===== src/rtl/bitstream_pkg.sv =====
// Shared definitions for the bitstream window block.
//   WIN_W        : width of the left-aligned bit window
//   OUT_W        : bits presented to the syntax parser (window top)
//   REFILL_LIMIT : bits held plus bits in flight at or below which a pop is issued
//   CNT_W        : width of the valid-bit counter
//   EPB_BYTE     : emulation-prevention byte removed after two zero bytes
//   START_BYTE   : final byte of a 00 00 01 start code
// classify_byte() sorts an incoming byte by the zero-run rules.
package bitstream_pkg;

  localparam int WIN_W        = 64;
  localparam int OUT_W        = 32;
  localparam int REFILL_LIMIT = 48;
  localparam int CNT_W        = 7;

  localparam logic [7:0] EPB_BYTE   = 8'h03;
  localparam logic [7:0] START_BYTE = 8'h01;

  typedef enum logic [1:0] {
    BYTE_ZERO  = 2'd0,  // 0x00, extends the zero run
    BYTE_PASS  = 2'd1,  // ordinary byte, clears the zero run
    BYTE_DROP  = 2'd2,  // emulation-prevention byte, removed
    BYTE_START = 2'd3   // closes a 00 00 01 start code
  } byte_class_e;

  function automatic byte_class_e classify_byte(input logic [7:0] b,
                                                input logic [1:0] zero_run,
                                                input logic       epb_en);
    byte_class_e c;
    if (b == 8'h00)                                        c = BYTE_ZERO;
    else if (zero_run == 2'd2 && b == EPB_BYTE && epb_en)  c = BYTE_DROP;
    else if (zero_run == 2'd2 && b == START_BYTE)          c = BYTE_START;
    else                                                   c = BYTE_PASS;
    return c;
  endfunction

endpackage


===== src/rtl/bitstream_window_epb_filter.sv =====
// epb_filter: one register stage between the FIFO data and the bit window.
// Tracks runs of 0x00, removes emulation-prevention bytes and flags start codes.
// Ports:
//   clk_i, rst_i     : clock, asynchronous active-high reset
//   epb_en_i         : 1 = remove 00 00 03 escape bytes
//   byte_i           : FIFO data
//   byte_valid_i     : byte_i carries a popped byte this cycle
//   byte_o           : registered byte
//   byte_valid_o     : byte_o is to be inserted into the window
//   start_o          : byte_o closes a 00 00 01 start code (one-cycle pulse)
//   occupied_o       : the stage holds a byte, kept or dropped
module epb_filter
  import bitstream_pkg::*;
(
  input  logic       clk_i,
  input  logic       rst_i,
  input  logic       epb_en_i,
  input  logic [7:0] byte_i,
  input  logic       byte_valid_i,
  output logic [7:0] byte_o,
  output logic       byte_valid_o,
  output logic       start_o,
  output logic       occupied_o
);

  logic [7:0]  byte_q, byte_d;
  logic        valid_q, valid_d;
  logic        start_q, start_d;
  logic        occ_q, occ_d;
  logic [1:0]  zero_run_q, zero_run_d;
  byte_class_e cls;

  always_comb begin
    cls        = classify_byte(byte_i, zero_run_q, epb_en_i);
    byte_d     = byte_q;
    valid_d    = 1'b0;
    start_d    = 1'b0;
    occ_d      = byte_valid_i;
    zero_run_d = zero_run_q;
    if (byte_valid_i) begin
      byte_d  = byte_i;
      valid_d = (cls != BYTE_DROP);
      start_d = (cls == BYTE_START);
      // Zero run saturates at two; every nonzero byte (kept or dropped) ends it.
      if (cls == BYTE_ZERO) begin
        zero_run_d = (zero_run_q == 2'd2) ? 2'd2 : zero_run_q + 2'd1;
      end else begin
        zero_run_d = 2'd0;
      end
    end
  end

  always_ff @(posedge clk_i or posedge rst_i) begin
    if (rst_i) begin
      byte_q     <= 8'h00;
      valid_q    <= 1'b0;
      start_q    <= 1'b0;
      occ_q      <= 1'b0;
      zero_run_q <= 2'd0;
    end else begin
      byte_q     <= byte_d;
      valid_q    <= valid_d;
      start_q    <= start_d;
      occ_q      <= occ_d;
      zero_run_q <= zero_run_d;
    end
  end

  assign byte_o       = byte_q;
  assign byte_valid_o = valid_q;
  assign start_o      = start_q;
  assign occupied_o   = occ_q;

endmodule


===== src/rtl/bitstream_window.sv =====
// bitstream_window: consumer end of the byte-stream FIFO. Pops bytes, filters
// them through epb_filter and keeps a 64-bit left-aligned bit window whose top
// 32 bits feed the syntax parser.
// Ports:
//   clk, rst          : clock, asynchronous active-high reset
//   EPB_EN            : 1 = strip emulation-prevention bytes (quasi-static)
//   stream_in         : FIFO data, valid the cycle after a read pulse
//   stream_in_valid   : FIFO holds at least two bytes, or is full
//   stream_empty      : FIFO empty
//   stream_over       : source has reached end of file (level)
//   read              : FIFO pop pulse
//   bits_out          : window[63:32], MSB is the next bit
//   bits_valid        : bits_out is meaningful
//   consume/consume_len : drop consume_len (0..32) bits this cycle
//   align             : drop bits up to the next byte boundary (beats consume)
//   byte_aligned      : bit position is a multiple of 8
//   start_code_found  : pulse when a 00 00 01 byte leaves the filter
//   eos               : stream exhausted and window empty, sticky until rst
//
// FIFO handshake: read is a pop request the FIFO always honours; the popped
// byte appears on stream_in exactly one cycle later, with no back-pressure.
// A pop is only requested when the FIFO reports enough data (two bytes, or
// any byte once the source is over) and when the window has room for every
// byte already in flight, so a returned byte can never be refused.
module bitstream_window
  import bitstream_pkg::*;
(
  input  logic             clk,
  input  logic             rst,
  input  logic             EPB_EN,
  input  logic [7:0]       stream_in,
  input  logic             stream_in_valid,
  input  logic             stream_empty,
  input  logic             stream_over,
  output logic             read,
  output logic [OUT_W-1:0] bits_out,
  output logic             bits_valid,
  input  logic             consume,
  input  logic [5:0]       consume_len,
  input  logic             align,
  output logic             byte_aligned,
  output logic             start_code_found,
  output logic             eos
);

  localparam logic [7:0]       LIMIT    = 8'(REFILL_LIMIT);
  localparam logic [CNT_W-1:0] OUT_BITS = CNT_W'(OUT_W);

  logic [WIN_W-1:0] window_q, window_d, shifted;
  logic [CNT_W-1:0] count_q, count_d, remaining;
  logic [1:0]       inflight_q, inflight_d;
  logic             rd_q;
  logic             eos_q, eos_d;
  logic [5:0]       shift;
  logic [7:0]       committed;
  logic             src_ok, drained;
  logic [7:0]       filt_byte;
  logic             filt_valid, filt_start, filt_occ;

  epb_filter u_filter (
    .clk_i        (clk),
    .rst_i        (rst),
    .epb_en_i     (EPB_EN),
    .byte_i       (stream_in),
    .byte_valid_i (rd_q),
    .byte_o       (filt_byte),
    .byte_valid_o (filt_valid),
    .start_o      (filt_start),
    .occupied_o   (filt_occ)
  );

  // inflight covers a byte from its pop until it leaves the filter, so the
  // FIFO data stage and the filter stage are both accounted for (max 2).
  assign committed = {1'b0, count_q} + {3'd0, inflight_q, 3'd0};
  assign src_ok    = stream_over ? !stream_empty : stream_in_valid;
  assign read      = !rst && src_ok && (committed <= LIMIT);

  assign drained    = stream_over && stream_empty && (inflight_q == 2'd0) && !filt_occ;
  assign bits_valid = (count_q >= OUT_BITS) || (drained && count_q != '0);
  assign eos_d      = eos_q || (drained && count_q == '0);
  assign eos        = !rst && eos_d;

  assign bits_out         = window_q[WIN_W-1 -: OUT_W];
  assign byte_aligned     = (count_q[2:0] == 3'd0);
  assign start_code_found = filt_start;

  // Shift amount: align first, then a legal consume. A consume larger than the
  // bits held (only possible in the drained tail) is clamped to the window.
  always_comb begin
    shift = 6'd0;
    if (align) begin
      shift = {3'd0, count_q[2:0]};
    end else if (consume && bits_valid) begin
      if ({1'b0, consume_len} > count_q) shift = count_q[5:0];
      else                               shift = consume_len;
    end
  end

  // Shift before insert: the new byte lands directly below the bits that
  // survive this cycle's shift. Bits below count are always zero.
  always_comb begin
    shifted   = window_q << shift;
    remaining = count_q - {1'b0, shift};
    window_d  = shifted;
    count_d   = remaining;
    if (filt_valid) begin
      window_d = shifted | ({filt_byte, {(WIN_W-8){1'b0}}} >> remaining);
      count_d  = remaining + 7'd8;
    end
  end

  always_comb begin
    inflight_d = inflight_q;
    if (read && !filt_occ)      inflight_d = inflight_q + 2'd1;
    else if (!read && filt_occ) inflight_d = inflight_q - 2'd1;
  end

  always_ff @(posedge clk or posedge rst) begin
    if (rst) begin
      window_q   <= '0;
      count_q    <= '0;
      inflight_q <= 2'd0;
      rd_q       <= 1'b0;
      eos_q      <= 1'b0;
    end else begin
      window_q   <= window_d;
      count_q    <= count_d;
      inflight_q <= inflight_d;
      rd_q       <= read;
      eos_q      <= eos_d;
    end
  end

endmodule


===== config.mk =====
export PLATFORM = sky130hd
export DESIGN_NAME = bitstream_window
export DESIGN_NICKNAME = d
export VERILOG_FILES = /design/src/rtl/bitstream_pkg.sv /design/src/rtl/bitstream_window_epb_filter.sv /design/src/rtl/bitstream_window.sv
export SDC_FILE = /design/constraint.sdc
export NUM_CORES = 1
export LEC_CHECK = 0
export CAP_MARGIN = 20
export CORE_MARGIN = 10
export CORE_UTILIZATION = 33
export DETAILED_ROUTE_END_ITERATION = 8
export GPL_TIMING_DRIVEN = 0
export PLACE_DENSITY = 0.48
export SYNTH_ARGS = -nofsm -noshare
export SYNTH_HDL_FRONTEND = slang
export SYNTH_SLANG_ARGS = --single-unit

===== constraint.sdc =====
create_clock -name clk -period 6.12 [get_ports clk]
set_clock_uncertainty 0.1 [all_clocks]
set_input_delay 1.224 -clock clk [delete_from_list [all_inputs] [get_ports clk]]
set_output_delay 1.224 -clock clk [all_outputs]
set_load 0.02 [all_outputs]

# Word-level counts from Yosys, hierarchy flattened
# Index checks and enable logic that the tools add are counted.
# word_totals
regBits	88
input_bits	22
# classes
n_shift	2
n_bitwise	1
n_eq_ne	5
n_reduce_logical	27
n_mux	15
magnitude_cmp	3
add_sub_neg	6
# ops
operator	n
$mux W64	1
$or A64 B64 Y64	1
$shl A64 B6 Y64	1
$shr A64 B7 Y64	1
$mux W6	3
$logic_and A1 B1 Y1	14
$mux W2	7
$add A7 B5 Y8	1
$eq A8 B1 Y1 const B	1
$eq A8 B2 Y1 const B	1
$le A8 B6 Y1 const B	1
$logic_not A8 Y1	1
$add A7 B4 Y7 const B	1
$ge A7 B6 Y1 const B	1
$gt A6 B7 Y1	1
$logic_not A7 Y1	1
$mux W7	1
$reduce_bool A7 Y1	1
$sub A7 B6 Y7	1
$add A2 B1 Y2 const B	2
$eq A2 B2 Y1 const B	2
$logic_not A1 Y1	4
$logic_not A2 Y1	2
$logic_not A3 Y1	1
5 further kinds	8

# Longest topological paths before layout
# Gate-level depths: netlist (run 1).
# logic_depth
word_depth	12
depth_mapped	24
mapped_depth_nobuf	21

# Hierarchy
# A second synthesis (run 1) with hierarchy kept.
# hier_totals
hier_cells	1044
area_unflattened_um2	8597.0
# by_module_without_submodules
mod	cells_each	seq_area_each_um2	area_each_um2	instances
bitstream_window	1006	1876.8	8057.7	1
epb_filter	38	325.3	539.3	1

# Worst setup path before layout (run 1)
# OpenSTA, ideal clock, no wires.
# synth_timing
path_type	input-to-reg
start	input port consume_len[4]
end	register window_q[61]
cell_stages	23
t_required_ps	5921
setup_time_ps	99
path_slack_ps	291
n_path_buf	5
arrival_ps	5629
cell_sequence	ha_1 -> a211oi_2 -> nor3_2 -> nor3b_2 -> nor3_1 -> o21a_1 -> inv_1 -> buf_2 -> buf_2 -> clkbuf_1 -> buf_1 -> ha_1 -> o21ai_0 -> nand2b_1 -> a21o_1 -> a21o_1 -> mux2_2 -> clkbuf_1 -> nor3_1 -> nand4_1 -> nand2_1 -> a211oi_1 -> a311oi_1
# synth_between
elab_chain_cells	8
# synth_rtl
element	line	text
from (decl)	bitstream_window.sv:39	input logic [5:0] consume_len,
$gt A6 B7 Y1	bitstream_window.sv:94	if ({1'b0, consume_len} > count_q) shift = count_q[5:0];
$mux W6 (*)	bitstream_window.sv:94	
$mux W6 (*)	bitstream_window.sv:93	end else if (consume && bits_valid) begin
$mux W6 (*)	bitstream_window.sv:91	if (align) begin
$sub A7 B6 Y7	bitstream_window.sv:103	remaining = count_q - {1'b0, shift};
$shr A64 B7 Y64	bitstream_window.sv:107	window_d = shifted | ({filt_byte, {(WIN_W-8){1'b0}}} >> remaining);
$or A64 B64 Y64	bitstream_window.sv:107	
$mux W64 (*)	bitstream_window.sv:106	if (filt_valid) begin
net window_d[61]	bitstream_window.sv:49	logic [WIN_W-1:0] window_q, window_d, shifted;
to (signal assigned)	bitstream_window.sv:126	window_q <= window_d;
to (decl)	bitstream_window.sv:49	
# The timed path passes the listed nets; every way through them passes the cells marked *.
# A chain may end at the register's enable or synchronous reset.

# Worst setup path in the final report (run 1)
# layout_timing
start	input port consume_len[4]
end	register window_q[8]
# Same word-level chain as after synthesis.

==> flow_summary.ini, run 1 <==
[outcome]
status = finished, final reports clean

[route]
vias_per_cell = 6.51
drt_iter0_drc = 1222
wire_per_inst_um = 32.6
vias = 9432
drc = 0
ant_nets = 0
first_pass_iters = 6
drt-total-wl_um = 47200

[yosys]
synthMostInstantiatedCell = mux2i_1
synth_mux_area_frac = 0.235
synth_ff_type = dfrtp_1
synth_compound_area_frac = 0.222
yosys_warnings = 0
ys_seq_area_frac = 0.256
synth-simple-area-share = 0.161
synth.distinct_cells = 78
yosys_register_bits = 88
avgSynthCellArea_um2 = 8.33
synthTopCellsByCount = mux2i_1 (163), nand2_1 (131), dfrtp_1 (88)
synth_top_family_by_area = multiplexers
synthesis.nets = 1072
syn_area_mm2 = 0.00859
synth_fa_ha_area_frac = 0.0294
synthTopCellsByArea = dfrtp_1 (26%), mux2i_1 (19%), nand2_1 (5.7%)
synth-edff-count = 0
netlist_instances = 1031
synthXorXnorAreaFrac = 0.0163
synthArstFlopShare = 1.00
synth_top_area_share = 0.256
yosysTopAreaCell = dfrtp_1

[timing]
setup_viol = 0
post-route-period-util = 0.984
finalHoldViolCount = 0
fmax_ghz = 0.166
fin_crit_ns = 6.02
slew_viol_final = 0
slew_headroom = 0.338
worst_pin_slew_ns = 0.965

[place]
io_buffers = 58
hpwl_um = 37200
gp_congestion = 1.07
postPlaceCellArea_mm2 = 0.00961

[floorplanning]
die-width_um = 181
start_util = 0.338
ios = 59
dieArea_mm2 = 0.0329
die-height_um = 181
core_area_mm2 = 0.0254
rows = 58

[setup_path]
crit_type = in2reg
slowest_delay_ns = 0.53
critPathBufInv = 4
path_depth = 21
cp_top_family = compound AO/OA/AOI/OAI gates
cp.required_ns = 6.27
path_max_fanout = 10
reg2reg_depth = 19
crit_path_start_kind = input port
critPathCaptureType = flop
arrival_ns = 6.17
slowest_stage = clkdlybuf4s50_1
path_cells = clkdlybuf4s50_1, ha_4, a211oi_2, nor3_4, mux2i_2, nor4_2, a311oi_4, buf_6, inv_1, ha_1, fa_2, nor2b_1, o21ai_0, nand2b_1, a21o_1, a21o_1, mux2_2, clkbuf_4, nor2_2, nand2_1, o21ai_0

[clocking]
clk_pin_slew_ns = 0.07
cts-root-buf = clkbuf_16
htreeDepth = 3
cts_buffer_depth = 2
cts_buffers = 9
cts_tree = yes
clock_sinks = 88
cts_hold_buffers = 0
clock_latency_ns = 0.38

[finish]
fill_cells = 2646
design_area_mm2 = 0.0103
nNetsFinal = 1152
area_growth_pct = 20.1
drive_gt1_frac = 0.170

[hold_path]
whs_path_depth = 1
hold_path.class = reg2reg

[flow_run]
cap_violations = 0

[global_route]
grt_pass1_wl_um = 66600
grt_pass1_vias = 9103
grt_usage = 0.275
grt_max_degree = 53
grt-ovfl-total = 0
antenna_found_initial = 4
==> area by class of cell <==
type / count / area, µm² / area share
diodes: 2 / 5.00 / 0.000485
plain buffers: 90 / 647 / 0.0627
clock buffers: 10 / 239 / 0.0232
clock inverters: 6 / 50.0 / 0.00485
inverters: 24 / 97.6 / 0.00946
multi-input cells: 819 / 5900 / 0.572
flip-flops and latches: 88 / 2200 / 0.213
well taps: 330 / 413 / 0.0400
repair buffers: 79 / 758 / 0.0735
==> cell usage in the layout (no fill, tap or decap), drive strengths merged, types with 4 or more instances in the layout <==
cell type and instances:
mux2i 166, nand2 132, dfrtp 88, buf 83, nor2 78, clkdlybuf4s50 58, a21oi 52, o21ai 51
clkbuf 38, nand3 34, o22ai 33, mux2 31, nor3 28, inv 26, ha 17, a22oi 15
o221ai 14, a31oi 12, a211oi 12, o32ai 11, a22o 9, a21o 8, xnor2 8, xor2 8
o211ai 7, and2 7, a221oi 7, nand2b 6, nor2b 5, and3 5, a32o 5, o31ai 4
o2bb2ai 4, clkinvlp 4
==> registers in the layout (all words and copies together), names as in the netlist <==
| register | flops |
|---|---|
| u_filter.occupied_o | 1 |
| window_q | 64 |
| inflight_q | 2 |
| eos_q | 1 |
| u_filter.byte_o | 8 |
| count_q | 7 |
| u_filter.byte_valid_o | 1 |
| rd_q | 1 |
| u_filter.start_o | 1 |
| u_filter.zero_run_q | 2 |
==> repair_timing <==
item / in CTS / in global routing
buffers inserted: 5 / 15
gates resized for setup: 46 / 51
setup endpoints to repair: 68 / 65
pin swaps: 6 / 11
==> cells by family after synthesis <==
logic type	after synthesis
simple gates	311
compound gates	276
mux	197
buf+inv	124
flops	88
fa+ha+maj	19
xor+xnor	16
==> layer usage <==
layer | track usage | wire (µm) | up-vias
met5 | 0 | 25 | -
met3 | 0.0591 | 4790 | 188
met4 | 0.166 | 3380 | 4
met1 | 0.345 | 18300 | 4613
met2 | 0.424 | 20600 | 665
li1 | - | - | 3962
==> stage by stage <==
step	setup slack [ns]	cells	setup TNS, ns	hold slack (ns)	utilization
after floorplan	0.291	1031	0	0.327	-
after global routing	-0.0165	1446	-0.0251	0.364	0.406
final	0.100	1448	0	0.352	0.406
after detailed placement	-2.08	1420	-103.05	0.340	0.378
after CTS	-0.170	1435	-1.42	0.357	0.396
after global placement	-2.11	1419	-109.87	0.342	0.377
==> worst reg2reg max path: stages (launching register included) <==
cell and delay [ns]:
dfrtp_1 0.52, inv_1 0.19, ha_1 0.32, nor2b_1 0.13
o21ai_1 0.17, or3b_4 0.42, nand2_4 0.11, and2_1 0.13
o21a_2 0.28, inv_2 0.18, buf_6 0.19, buf_8 0.18
ha_2 0.44, a21o_1 0.13, a21o_1 0.15, mux2_2 0.37
clkbuf_4 0.22, nor2_2 0.37, nand2_1 0.29, o21ai_0 0.37
==> final timing paths <==
check                           slack (ns)                 start                endpoint
worst min-delay path                  0.35       eos_q$_DFF_PP0_         eos_q$_DFF_PP0_
min in group asynchronous             1.15                   rst  window_q[23]$_DFF_PP0_
worst min register to register        0.35       eos_q$_DFF_PP0_         eos_q$_DFF_PP0_
worst max register to register        0.74  count_q[1]$_DFF_PP0_   window_q[8]$_DFF_PP0_
worst max-delay path                  0.10        consume_len[4]   window_q[8]$_DFF_PP0_
max in group asynchronous             4.10                   rst    count_q[2]$_DFF_PP0_
Power of run 1 is left out: the tool's default activity adds up to more than one toggle a clock period on the data nets, which glitch-free logic cannot reach.
==> run 2, diff against run 1 <==
--- a/config.mk
+++ b/config.mk
@@ -7,10 +7,10 @@
 export LEC_CHECK = 0
 export CAP_MARGIN = 20
 export CORE_MARGIN = 10
-export CORE_UTILIZATION = 33
+export CORE_UTILIZATION = 35
 export DETAILED_ROUTE_END_ITERATION = 8
 export GPL_TIMING_DRIVEN = 0
-export PLACE_DENSITY = 0.48
+export PLACE_DENSITY = 0.5
 export SYNTH_ARGS = -nofsm -noshare
 export SYNTH_HDL_FRONTEND = slang
 export SYNTH_SLANG_ARGS = --single-unit
==> run 2 against run 1 <==
Worst hold slack better by 0.011 ns. Setup slack worse by 0.069 ns. Clock-buffer cell count is 1 lower. Die area is 5.1% lower. Core utilization is 1.9 points higher. Cell area hardly changed. Register-to-register slack worse by 0.05 ns. Routed wire length is 3.2% lower. Largest cell class unchanged. Highest routed layer unchanged.
==> flow_summary.ini, run 2 (synthesis results as in run 1) <==
[outcome]
status = finished, final reports clean

[timing]
worst_pin_slew_ns = 1.16
post-route-period-util = 0.995
finalHoldViolCount = 0
fmax_ghz = 0.164
slew_viol_final = 0
fin_crit_ns = 6.09
rsz0062_at_grt = yes
slew_headroom = 0.227
setup_viol = 0

[route]
wl_met3_um = 4950
wire_per_inst_um = 31.8
drc = 0
ant_nets = 0
wl_met1_um = 17600
highest_layer = met5
drt_iter0_drc = 1440
first_pass_iters = 6
vias = 9361
dr_wl_met2_um = 20400
vias_per_cell = 6.52
drt-total-wl_um = 45700

[global_route]
grt-ovfl-total = 0
antenna_found_initial = 3
grt_pass1_vias = 9087
grt_pass1_wl_um = 65000
grt_usage = 0.284
grt_max_degree = 59

[finish]
fill_cells = 2491
fin_cells = 1436
regMostFlops = window_q
largest_reg_flops = 64
antenna_cells = 0
drive_gt1_frac = 0.167
nNetsFinal = 1148
layout_common_cells = mux2i_1 (161), nand2_1 (127), dfrtp_1 (88)
area_growth_pct = 20.1
layout_commonest_cell = mux2i_1

[clocking]
cts_buffers = 9
clock_latency_ns = 0.37
cts_buffer_depth = 2
htreeDepth = 3
clock_sinks = 88
clk_pin_slew_ns = 0.07
cts-root-buf = clkbuf_16
cts_tree = yes
cts_hold_buffers = 0

[hold_path]
hold_path.class = reg2reg

[place]
dp.cells = 1414
hpwl_um = 36000
io_buffers = 58
gp_congestion = 1.04

[floorplanning]
die-width_um = 177
dieArea_mm2 = 0.0312
core_area_mm2 = 0.0242
rows = 57
start_util = 0.354
ios = 59
die-height_um = 177

[setup_path]
crit_type = in2reg
cp.required_ns = 6.19
arrival_ns = 6.16
path_max_fanout = 19
crit_path_start_kind = input port
critPathCaptureType = flop

[flow_run]
cap_violations = 0
==> run 2: changes by cell type in the layout (fill, tap and decap cells not counted), sizes merged <==
cell	delta
clkinvlp	-3
buf	-3
clkinv	+2
inv	-1
bufinv	+3
clkbuf	-2
diode	-2
==> run 2: final cells by class <==
| class | instances | area, µm² | area share |
|---|---|---|---|
| tap | 324 | 405 | 0.0393 |
| sequential | 88 | 2200 | 0.214 |
| timing repair buffer | 73 | 706 | 0.0684 |
| inverter | 24 | 100 | 0.00971 |
| clock buffer | 9 | 225 | 0.0218 |
| buffer | 92 | 658 | 0.0638 |
| clock inverter | 7 | 126 | 0.0123 |
| multi-input combinational | 819 | 5890 | 0.571 |
==> run 2: critical path: stages <==
cell and delay, ns:
clkdlybuf4s50_1 0.44, ha_1 0.34, a211oi_2 0.21, nor3_2 0.10, or3b_1 0.39, nand2_2 0.15
nor2_1 0.06, o21a_2 0.32, inv_2 0.22, clkbuf_4 0.29, buf_6 0.26, ha_1 0.35
a21o_1 0.20, a21o_1 0.20, xor2_1 0.17, and2_1 0.23, nand2_1 0.11, nor2_1 0.08
a222oi_1 0.52, nand2_1 0.27
==> run 2: final timing paths <==
| kind | start | endpoint | slack, ns | depth (start not counted) |
|---|---|---|---|---|
| max | consume_len[4] | window_q[40]$_DFF_PP0_ | 0.03 | 20 |
| min in group asynchronous | rst | window_q[17]$_DFF_PP0_ | 1.24 | 2 |
| max reg2reg | count_q[1]$_DFF_PP0_ | window_q[40]$_DFF_PP0_ | 0.69 | 20 |
| min | eos_q$_DFF_PP0_ | eos_q$_DFF_PP0_ | 0.36 | 1 |
| min reg2reg | eos_q$_DFF_PP0_ | eos_q$_DFF_PP0_ | 0.36 | 1 |
| max in group asynchronous | rst | window_q[31]$_DFF_PP0_ | 4.01 | 3 |
==> run 2: what timing repair did <==
| action | in CTS | in global routing |
|---|---|---|
| setup endpoints to repair | 68 | 50 |
| pin swaps | 6 | 7 |
| buffers inserted | 10 | 4 |
| endpoints found under the hold margin | 0 | 0 |
| gates resized for setup | 49 | 43 |
==> run 2: metal layers <==
layer  up-vias  global-route usage
li1       3962                   -
met1      4561               0.358
met2       675               0.445
met3       159              0.0619
met4         4               0.152
met5         -                   0
==> run 2: stage by stage <==
step	area [µm²]	utilization	TNS (ns)	hold slack, ns	worst slack (ns)
CTS	10100	0.419	0	0.367	0.00304
global placement	9580	0.395	-105.07	0.359	-2.14
floorplan	8590	-	0	0.327	0.291
finish	10300	0.425	0	0.363	0.0307
detailed placement	9600	0.396	-95.68	0.351	-2.02
global route	10300	0.425	-0.211	0.403	-0.0650
Power of run 2 is left out for the same reason.
